**config.mk**
```make
export PLATFORM = sky130hd
export DESIGN_NAME = vga_sync_ctrl_flat
export DESIGN_NICKNAME = d
export VERILOG_FILES = /design/src/rtl/vga_sync_ctrl_if.sv /design/src/rtl/vga_sync_ctrl.sv /design/src/flat_wrapper.sv
export SDC_FILE = /design/constraint.sdc
export NUM_CORES = 1
export LEC_CHECK = 0
export ABC_CLOCK_PERIOD_IN_PS = 4400
export CORE_MARGIN = 1.5
export CORE_UTILIZATION = 52
export DETAILED_ROUTE_END_ITERATION = 10
export HOLD_SLACK_MARGIN = 0.05
export PLACE_DENSITY = 0.83
export SKIP_CTS_REPAIR_TIMING = 1
export SLEW_MARGIN = 20
export SYNTH_ARGS = -nofsm -noshare
export SYNTH_HDL_FRONTEND = slang
export SYNTH_SLANG_ARGS = --single-unit
```
**constraint.sdc**
```tcl
create_clock -name clk -period 4.4 [get_ports clk]
set_clock_uncertainty 0.1 [all_clocks]
set_input_delay 0.66 -clock clk [delete_from_list [all_inputs] [get_ports clk]]
set_output_delay 0.66 -clock clk [all_outputs]
set_load 0.1 [all_outputs]
```
**src/rtl/vga_sync_ctrl_if.sv**
```systemverilog
// Raster timing bundle: run enable in, pixel strobe, syncs, visibility and coordinates out.
// The timing generator drives through the master modport and a pixel consumer reads through the slave modport.
interface vga_sync_ctrl_if #(
   parameter int CW = 10
);
   logic          en;
   logic          pix_tick;
   logic          hsync;
   logic          vsync;
   logic          video_on;
   logic          frame_start;
   logic [CW-1:0] x;
   logic [CW-1:0] y;

   modport master (
      input  en,
      output pix_tick,
      output hsync,
      output vsync,
      output video_on,
      output frame_start,
      output x,
      output y
   );

   modport slave (
      output en,
      input  pix_tick,
      input  hsync,
      input  vsync,
      input  video_on,
      input  frame_start,
      input  x,
      input  y
   );
endinterface

```
**src/rtl/vga_sync_ctrl.sv**
```systemverilog
// VGA raster timing generator: clock prescaler plus horizontal and vertical counters with sync and visibility decodes.
// Decodes follow x/y with zero-cycle latency; deasserting en freezes every piece of timing state.
module vga_sync_ctrl #(
   parameter int H_ACTIVE = 640,
   parameter int H_FP     = 16,
   parameter int H_SYNC   = 96,
   parameter int H_BP     = 48,
   parameter int V_ACTIVE = 480,
   parameter int V_FP     = 10,
   parameter int V_SYNC   = 2,
   parameter int V_BP     = 33,
   parameter int CLK_DIV  = 2,
   parameter int CW       = 10
) (
   input  logic            clk,
   input  logic            rst,
   vga_sync_ctrl_if.master vga
);

   localparam int H_TOTAL  = H_ACTIVE + H_FP + H_SYNC + H_BP;
   localparam int V_TOTAL  = V_ACTIVE + V_FP + V_SYNC + V_BP;
   localparam int HS_FIRST = H_ACTIVE + H_FP;
   localparam int HS_LAST  = H_ACTIVE + H_FP + H_SYNC - 1;
   localparam int VS_FIRST = V_ACTIVE + V_FP;
   localparam int VS_LAST  = V_ACTIVE + V_FP + V_SYNC - 1;
   localparam int PW       = (CLK_DIV > 1) ? $clog2(CLK_DIV) : 1;

   if (CLK_DIV < 1) begin : g_bad_div
      $error("vga_sync_ctrl: CLK_DIV must be at least 1");
   end
   if ((H_TOTAL > (1 << CW)) || (V_TOTAL > (1 << CW))) begin : g_bad_cw
      $error("vga_sync_ctrl: CW too narrow for the line or frame total");
   end

   logic [PW-1:0] ps;
   logic [CW-1:0] h_cnt;
   logic [CW-1:0] v_cnt;
   logic          ps_last;
   logic          h_last;
   logic          v_last;
   logic          tick;

   // With CLK_DIV=1 the prescaler is stuck at 0, which already equals CLK_DIV-1.
   assign ps_last = (ps == PW'(CLK_DIV - 1));
   assign h_last  = (h_cnt == CW'(H_TOTAL - 1));
   assign v_last  = (v_cnt == CW'(V_TOTAL - 1));
   assign tick    = vga.en & ~rst & ps_last;

   always_ff @(posedge clk) begin
      if (rst) begin
         ps    <= '0;
         h_cnt <= '0;
         v_cnt <= '0;
      end else if (vga.en) begin
         if (ps_last) begin
            ps <= '0;
         end else begin
            ps <= ps + PW'(1);
         end
         if (ps_last) begin
            if (h_last) begin
               h_cnt <= '0;
               if (v_last) begin
                  v_cnt <= '0;
               end else begin
                  v_cnt <= v_cnt + CW'(1);
               end
            end else begin
               h_cnt <= h_cnt + CW'(1);
            end
         end
      end
   end

   assign vga.pix_tick    = tick;
   assign vga.frame_start = tick & (h_cnt == '0) & (v_cnt == '0);
   assign vga.x           = h_cnt;
   assign vga.y           = v_cnt;
   assign vga.hsync       = ~((h_cnt >= CW'(HS_FIRST)) && (h_cnt <= CW'(HS_LAST)));
   assign vga.vsync       = ~((v_cnt >= CW'(VS_FIRST)) && (v_cnt <= CW'(VS_LAST)));
   assign vga.video_on    = (h_cnt < CW'(H_ACTIVE)) && (v_cnt < CW'(V_ACTIVE));

endmodule

```
**src/flat_wrapper.sv**
```systemverilog
// flat-port wrapper written by rule: the top's interface ports become plain ports
module vga_sync_ctrl_flat 
#(
   parameter int H_ACTIVE = 640,
   parameter int H_FP     = 16,
   parameter int H_SYNC   = 96,
   parameter int H_BP     = 48,
   parameter int V_ACTIVE = 480,
   parameter int V_FP     = 10,
   parameter int V_SYNC   = 2,
   parameter int V_BP     = 33,
   parameter int CLK_DIV  = 2,
   parameter int CW       = 10
)
  (clk, rst, vga_en, vga_pix_tick, vga_hsync, vga_vsync, vga_video_on, vga_frame_start, vga_x, vga_y);
  vga_sync_ctrl_if #(.CW(CW)) vga_i ();
  input  logic clk;
  input  logic rst;
  input wire logic [$bits(vga_i.en)-1:0] vga_en;
  output wire logic [$bits(vga_i.pix_tick)-1:0] vga_pix_tick;
  output wire logic [$bits(vga_i.hsync)-1:0] vga_hsync;
  output wire logic [$bits(vga_i.vsync)-1:0] vga_vsync;
  output wire logic [$bits(vga_i.video_on)-1:0] vga_video_on;
  output wire logic [$bits(vga_i.frame_start)-1:0] vga_frame_start;
  output wire logic [$bits(vga_i.x)-1:0] vga_x;
  output wire logic [$bits(vga_i.y)-1:0] vga_y;
  assign vga_i.en = vga_en;
  assign vga_pix_tick = vga_i.pix_tick;
  assign vga_hsync = vga_i.hsync;
  assign vga_vsync = vga_i.vsync;
  assign vga_video_on = vga_i.video_on;
  assign vga_frame_start = vga_i.frame_start;
  assign vga_x = vga_i.x;
  assign vga_y = vga_i.y;
  vga_sync_ctrl #(.H_ACTIVE(H_ACTIVE), .H_FP(H_FP), .H_SYNC(H_SYNC), .H_BP(H_BP), .V_ACTIVE(V_ACTIVE), .V_FP(V_FP), .V_SYNC(V_SYNC), .V_BP(V_BP), .CLK_DIV(CLK_DIV), .CW(CW)) u_core (.clk(clk), .rst(rst), .vga(vga_i));
endmodule
```
# == Word level (Yosys, flattened, before mapping) ==
# Cells that the tools add are included.
# totals
regBits,21
inputBits,3
output_inout_bits,25
wordCells,31
# classes
addsub,3
order_cmp,6
n_eq_ne,2
mux,3
bitwise,7
n_reduce_logical,7
# ops
operator,count
10-bit by 1-bit adder with 10-bit output (second input constant),2
10-bit equality test (second input constant),2
10-bit logical NOT,2
10-bit 2-to-1 mux,2
10-bit >= comparator (second input constant),1
10-bit by 9-bit >= comparator with 1-bit output (second input constant),1
10-bit less-or-equal comparator (second input constant),1
10-bit by 9-bit less-or-equal comparator with 1-bit output (second input constant),1
10-bit less-than comparator (second input constant),1
10-bit by 9-bit less-than comparator with 1-bit output (second input constant),1
1-bit AND,4
1-bit logical AND,3
1-bit inverter,3
3-bit AND reduction,1
2-bit AND reduction,1
1-bit adder (second input constant),1
1-bit 2-to-1 mux,1

# == Depth between registers and ports, before layout ==
# logic_depth
ltp_word,5
depth_mapped,7
mapped_depth_nobuf,5

# == Least setup slack after synthesis ==
# Ideal clock, no wire load.
# synth_timing
kind,input port to output port
start,input rst
end,output vga_frame_start
arrival_time_ns,3.645
slack_ns,-0.005
path_stages,4
path_buffers,1
path_cell_list,clkbuf_1 nor2_1 nand4_1 nor2_1
# synth_via
elab_chain_len,5
# synth_rtl
element,line_no,text
start: declaration,flat_wrapper.sv:18,input logic rst;
1-bit inverter,vga_sync_ctrl.sv:47,assign tick = vga.en & ~rst & ps_last;
1-bit AND (2 in a row),vga_sync_ctrl.sv:47,
net vga_pix_tick,flat_wrapper.sv:20,output wire logic [$bits(vga_i.pix_tick)-1:0] vga_pix_tick;
1-bit AND (2 in a row),vga_sync_ctrl.sv:76,assign vga.frame_start = tick & (h_cnt == '0) & (v_cnt == '0);
end: declaration,flat_wrapper.sv:24,output wire logic [$bits(vga_i.frame_start)-1:0] vga_frame_start;
# The timed path passes the listed nets, and every way through them passes these cells.

# == Worst setup path in the final report ==
# layout_timing
start,register u_core.v_cnt[2] (netlist: u_core.vga.y[2])
end,output vga_vsync
# layout_via
elab_chain_len,3
# layout_rtl
element,line_no,text
start: declaration,vga_sync_ctrl.sv:37,logic [CW-1:0] v_cnt;
start signal: assignment,vga_sync_ctrl.sv:66,v_cnt <= v_cnt + CW'(1);
10-bit by 9-bit >= comparator with 1-bit output / 10-bit by 9-bit less-or-equal comparator with 1-bit output (equally long branches),vga_sync_ctrl.sv:80,assign vga.vsync = ~((v_cnt >= CW'(VS_FIRST)) && (v_cnt <= CW'(VS_LAST)));
1-bit logical AND (*),vga_sync_ctrl.sv:80,
1-bit inverter (*),vga_sync_ctrl.sv:80,
end: declaration,flat_wrapper.sv:22,output wire logic [$bits(vga_i.vsync)-1:0] vga_vsync;
# Every way passes the cells marked *; elsewhere a longest branch is shown, timed or not.

==> impl_metrics.py <==
metrics = {
    "setup_path": {
        "ff2ff_setup_slack_ns": 2.28,
        "max_stage_delay_ns": 1.13,
        "r2r-end": "u_core.vga.y[9]$_SDFFE_PP0P_",
        "setup.worst_path.end_class": "output port",
        "cp.arrival_ns": 2.44,
        "critical_path_class": "register to output port",
        "crit_required_ns": 3.64,
        "crit_buf_inv": 1,
        "path_max_fanout": 9,
        "path_cells": "a21oi_1 > mux2_2 > nand3_1 > clkdlybuf4s50_1",
        "r2r_cells": 5,
        "start_kind": "register",
        "crit_path_top_delay_cell": "clkdlybuf4s50_1",
        "r2r_start": "u_core.vga.x[1]$_SDFFE_PP0P_",
        "path_delay_family": "buffers and inverters",
    },
    "clock_tree": {
        "cts_buffers": 3,
        "cts_buffer_depth": 2,
        "cts-htree-levels": 1,
        "cts_root_buffer": "clkbuf_4",
        "cts_tree": "built",
        "clkTransAtPathRegs_ns": 0.11,
        "clk_latency_ns": 0.29,
        "cts_num_sinks": 21,
    },
    "floorplanning": {
        "initial_utilization": 0.544,
        "rows": 17,
        "die_h_um": 50.9,
        "io_pins": 28,
        "die_area_um2": 2590,
        "fp.dieW_um": 50.9,
        "core_area_um2": 2190,
    },
    "layout": {
        "layout-drive-gt1-share": 0.0585,
        "diodes": 0,
        "nets": 179,
        "syn_to_final_growth_pct": 24.7,
        "postLayoutCellArea_um2": 1490,
        "stdcell_count": 199,
    },
    "timing": {
        "clock.fmax_mhz": 313,
        "worst_slew_pin_slew_ns": 0.995,
        "relSlewSlack": 0.334,
        "hold_ws_ns": 0.442,
        "rsz0062_at_grt": "false",
        "fin_tns_setup_ns": 0,
        "hold_viol": 0,
        "slew_viol_final": 0,
        "setup_violations": 0,
        "fin_crit_sh": 0.726,
        "fin_crit_ns": 3.20,
    },
    "outcome": {
        "outcome": "completed",
    },
    "yosys": {
        "synth_top_area_frac": 0.353,
        "syn_area_per_cell_um2": 8.16,
        "synth_simple_gate_area_frac": 0.347,
        "async_reset_ff_frac": 0,
        "synthMuxAreaShare": 0.0179,
        "ys_seq_area_frac": 0.353,
        "synthDistinctLibCells": 37,
        "synth_top_cell_by_area": "dfxtp_1",
        "synthFlopType": "dfxtp_1",
        "syn_area_um2": 1190,
        "syn_inst": 146,
        "synth_common_cells": "21 x dfxtp_1, 13 x nand3_1, 11 x nor2_1",
        "synth_xor_area_frac": 0.0588,
        "synth_nets": 153,
        "yosysWarningCount": 0,
        "synth.most_common_cell": "dfxtp_1",
        "synth_fa_ha_area_frac": 0.0420,
        "ys_seq_elements": 21,
        "synth_area_leaders": "dfxtp_1 35%, nand3_1 5.5%, ha_1 4.2%, a21oi_1 3.8%, xnor2_1 3.7%",
        "synth_edf_count": 0,
        "synth_compound_area_frac": 0.121,
        "synth_top_family_by_area": "simple AND/OR/NAND/NOR gates",
    },
    "power": {
        "intPower_uw": 246,
        "power-per-cell-area_nw_per_um2": 237,
        "clkPwrFrac": 0.254,
        "swShare": 0.301,
        "combPwrFrac": 0.172,
        "p_sw_uw": 106,
        "irDropWorstVdd_mv": 0.179,
        "seqPwrFrac": 0.574,
        "leakage_uw": 0.000496,
    },
    "placement": {
        "placed_cells": 195,
        "post_dp_cell_area_um2": 1460,
        "port_buffers": 27,
        "hpwlAfterDp_um": 2030,
        "gp_congestion": 0.811,
    },
    "grt": {
        "grt_pass1_wl_um": 4680,
        "gr-usage-all-layers": 0.236,
        "grt_overflow_total": 0,
        "antenna_found_initial": 0,
        "grt_max_degree": 12,
        "grt_pass1_vias": 1048,
    },
    "hold_path": {
        "hold_class": "register to register",
        "hold_depth": 2,
        "whs_endpoint": "u_core.vga.x[1]$_SDFFE_PP0P_",
        "hold_start": "u_core.vga.x[1]$_SDFFE_PP0P_",
    },
    "route": {
        "drtPass1Iterations": 5,
        "drc": 0,
        "antenna_left": 0,
        "avgViaCountPerCell": 5.83,
        "wirelength_um": 2840,
        "wl_per_cell_um": 14.3,
        "vias": 1161,
        "dr.first_iter.drc_count": 26,
    },
    "job": {
        "maxCapViolations": 0,
    },
}
worst max-delay path by stage:
stage               slack, ns  cells after the start         endpoint                    startpoint
floorplan                0.39                      4  vga_frame_start                           rst
detailed placement       1.56                      4        vga_vsync  u_core.vga.y[2]$_SDFFE_PP0P_
global route             1.13                      4        vga_vsync  u_core.vga.y[3]$_SDFFE_PP0P_
global placement         1.59                      4        vga_vsync  u_core.vga.y[3]$_SDFFE_PP0P_
finish                   1.20                      4        vga_vsync  u_core.vga.y[2]$_SDFFE_PP0P_
CTS                      1.22                      4        vga_vsync  u_core.vga.y[3]$_SDFFE_PP0P_
cell type report:
type / instances / area [µm²]
Sequential cell: 21 / 420
Multi-Input combinational cell: 109 / 701
Inverter: 10 / 37.5
Tap cell: 28 / 35.0
Clock buffer: 4 / 26.3
Timing Repair Buffer: 27 / 265
Fill cell: 172 / 706
cell usage in the layout (no fill, tap or decap), types with 5 or more instances in the layout:
| cell | count |
|---|---|
| o21ai_0 | 7 |
| nand4_1 | 6 |
| dfxtp_1 | 21 |
| nor2_1 | 10 |
| inv_1 | 10 |
| nor3_1 | 6 |
| a21oi_1 | 9 |
| xnor2_1 | 5 |
| nand2_1 | 9 |
| clkdlybuf4s50_1 | 25 |
| nand3_1 | 13 |
state kept, by name (all words and copies together) (netlist names):
name,flops
u_core.ps,1
u_core.vga.x,10
u_core.vga.y,10
metrics by stage:
stage               total power, µW  worst slack (ns)  utilization
floorplan                       251             0.393            -
global placement                265              1.59        0.666
detailed placement              266              1.56        0.666
CTS                             354              1.22        0.678
global route                    367              1.13        0.678
finish                          352              1.20        0.678
logic make-up after synthesis:
kind of cell               Yosys count
AOI/OAI and AO/OA                   24
xor gates and xnor gates             8
adders and majority gates            4
buffers and inverters               16
DFF                                 21
muxes                                2
and+or+nand+nor                     71
metal layers:
| metal | share of wire | global-route usage |
|---|---|---|
| met3 | 0.041 | 0.0351 |
| met4 | 0.0074 | 0.0811 |
| met5 | 0 | 0 |
| met2 | 0.49 | 0.404 |
| met1 | 0.46 | 0.303 |
worst register-to-register path: cells and delay by family (launching register included):
kind,cells,cell delay (ns)
AOI/OAI and AO/OA,2,0.76
and+or+nand+nor,2,0.54
DFF,1,0.41
adders and majority gates,1,0.18
power by group through the flow:
stage | Clock, µW | Sequential, µW | Combinational [µW]
finish | 89.4 | 202 | 60.7
detailed placement | 0 | 206 | 60.6
CTS | 91.6 | 202 | 60.8
floorplan | 0 | 229 | 22.5
global route | 101 | 203 | 63.0
global placement | 0 | 205 | 60.1
(Power assumes the default switching activity.)
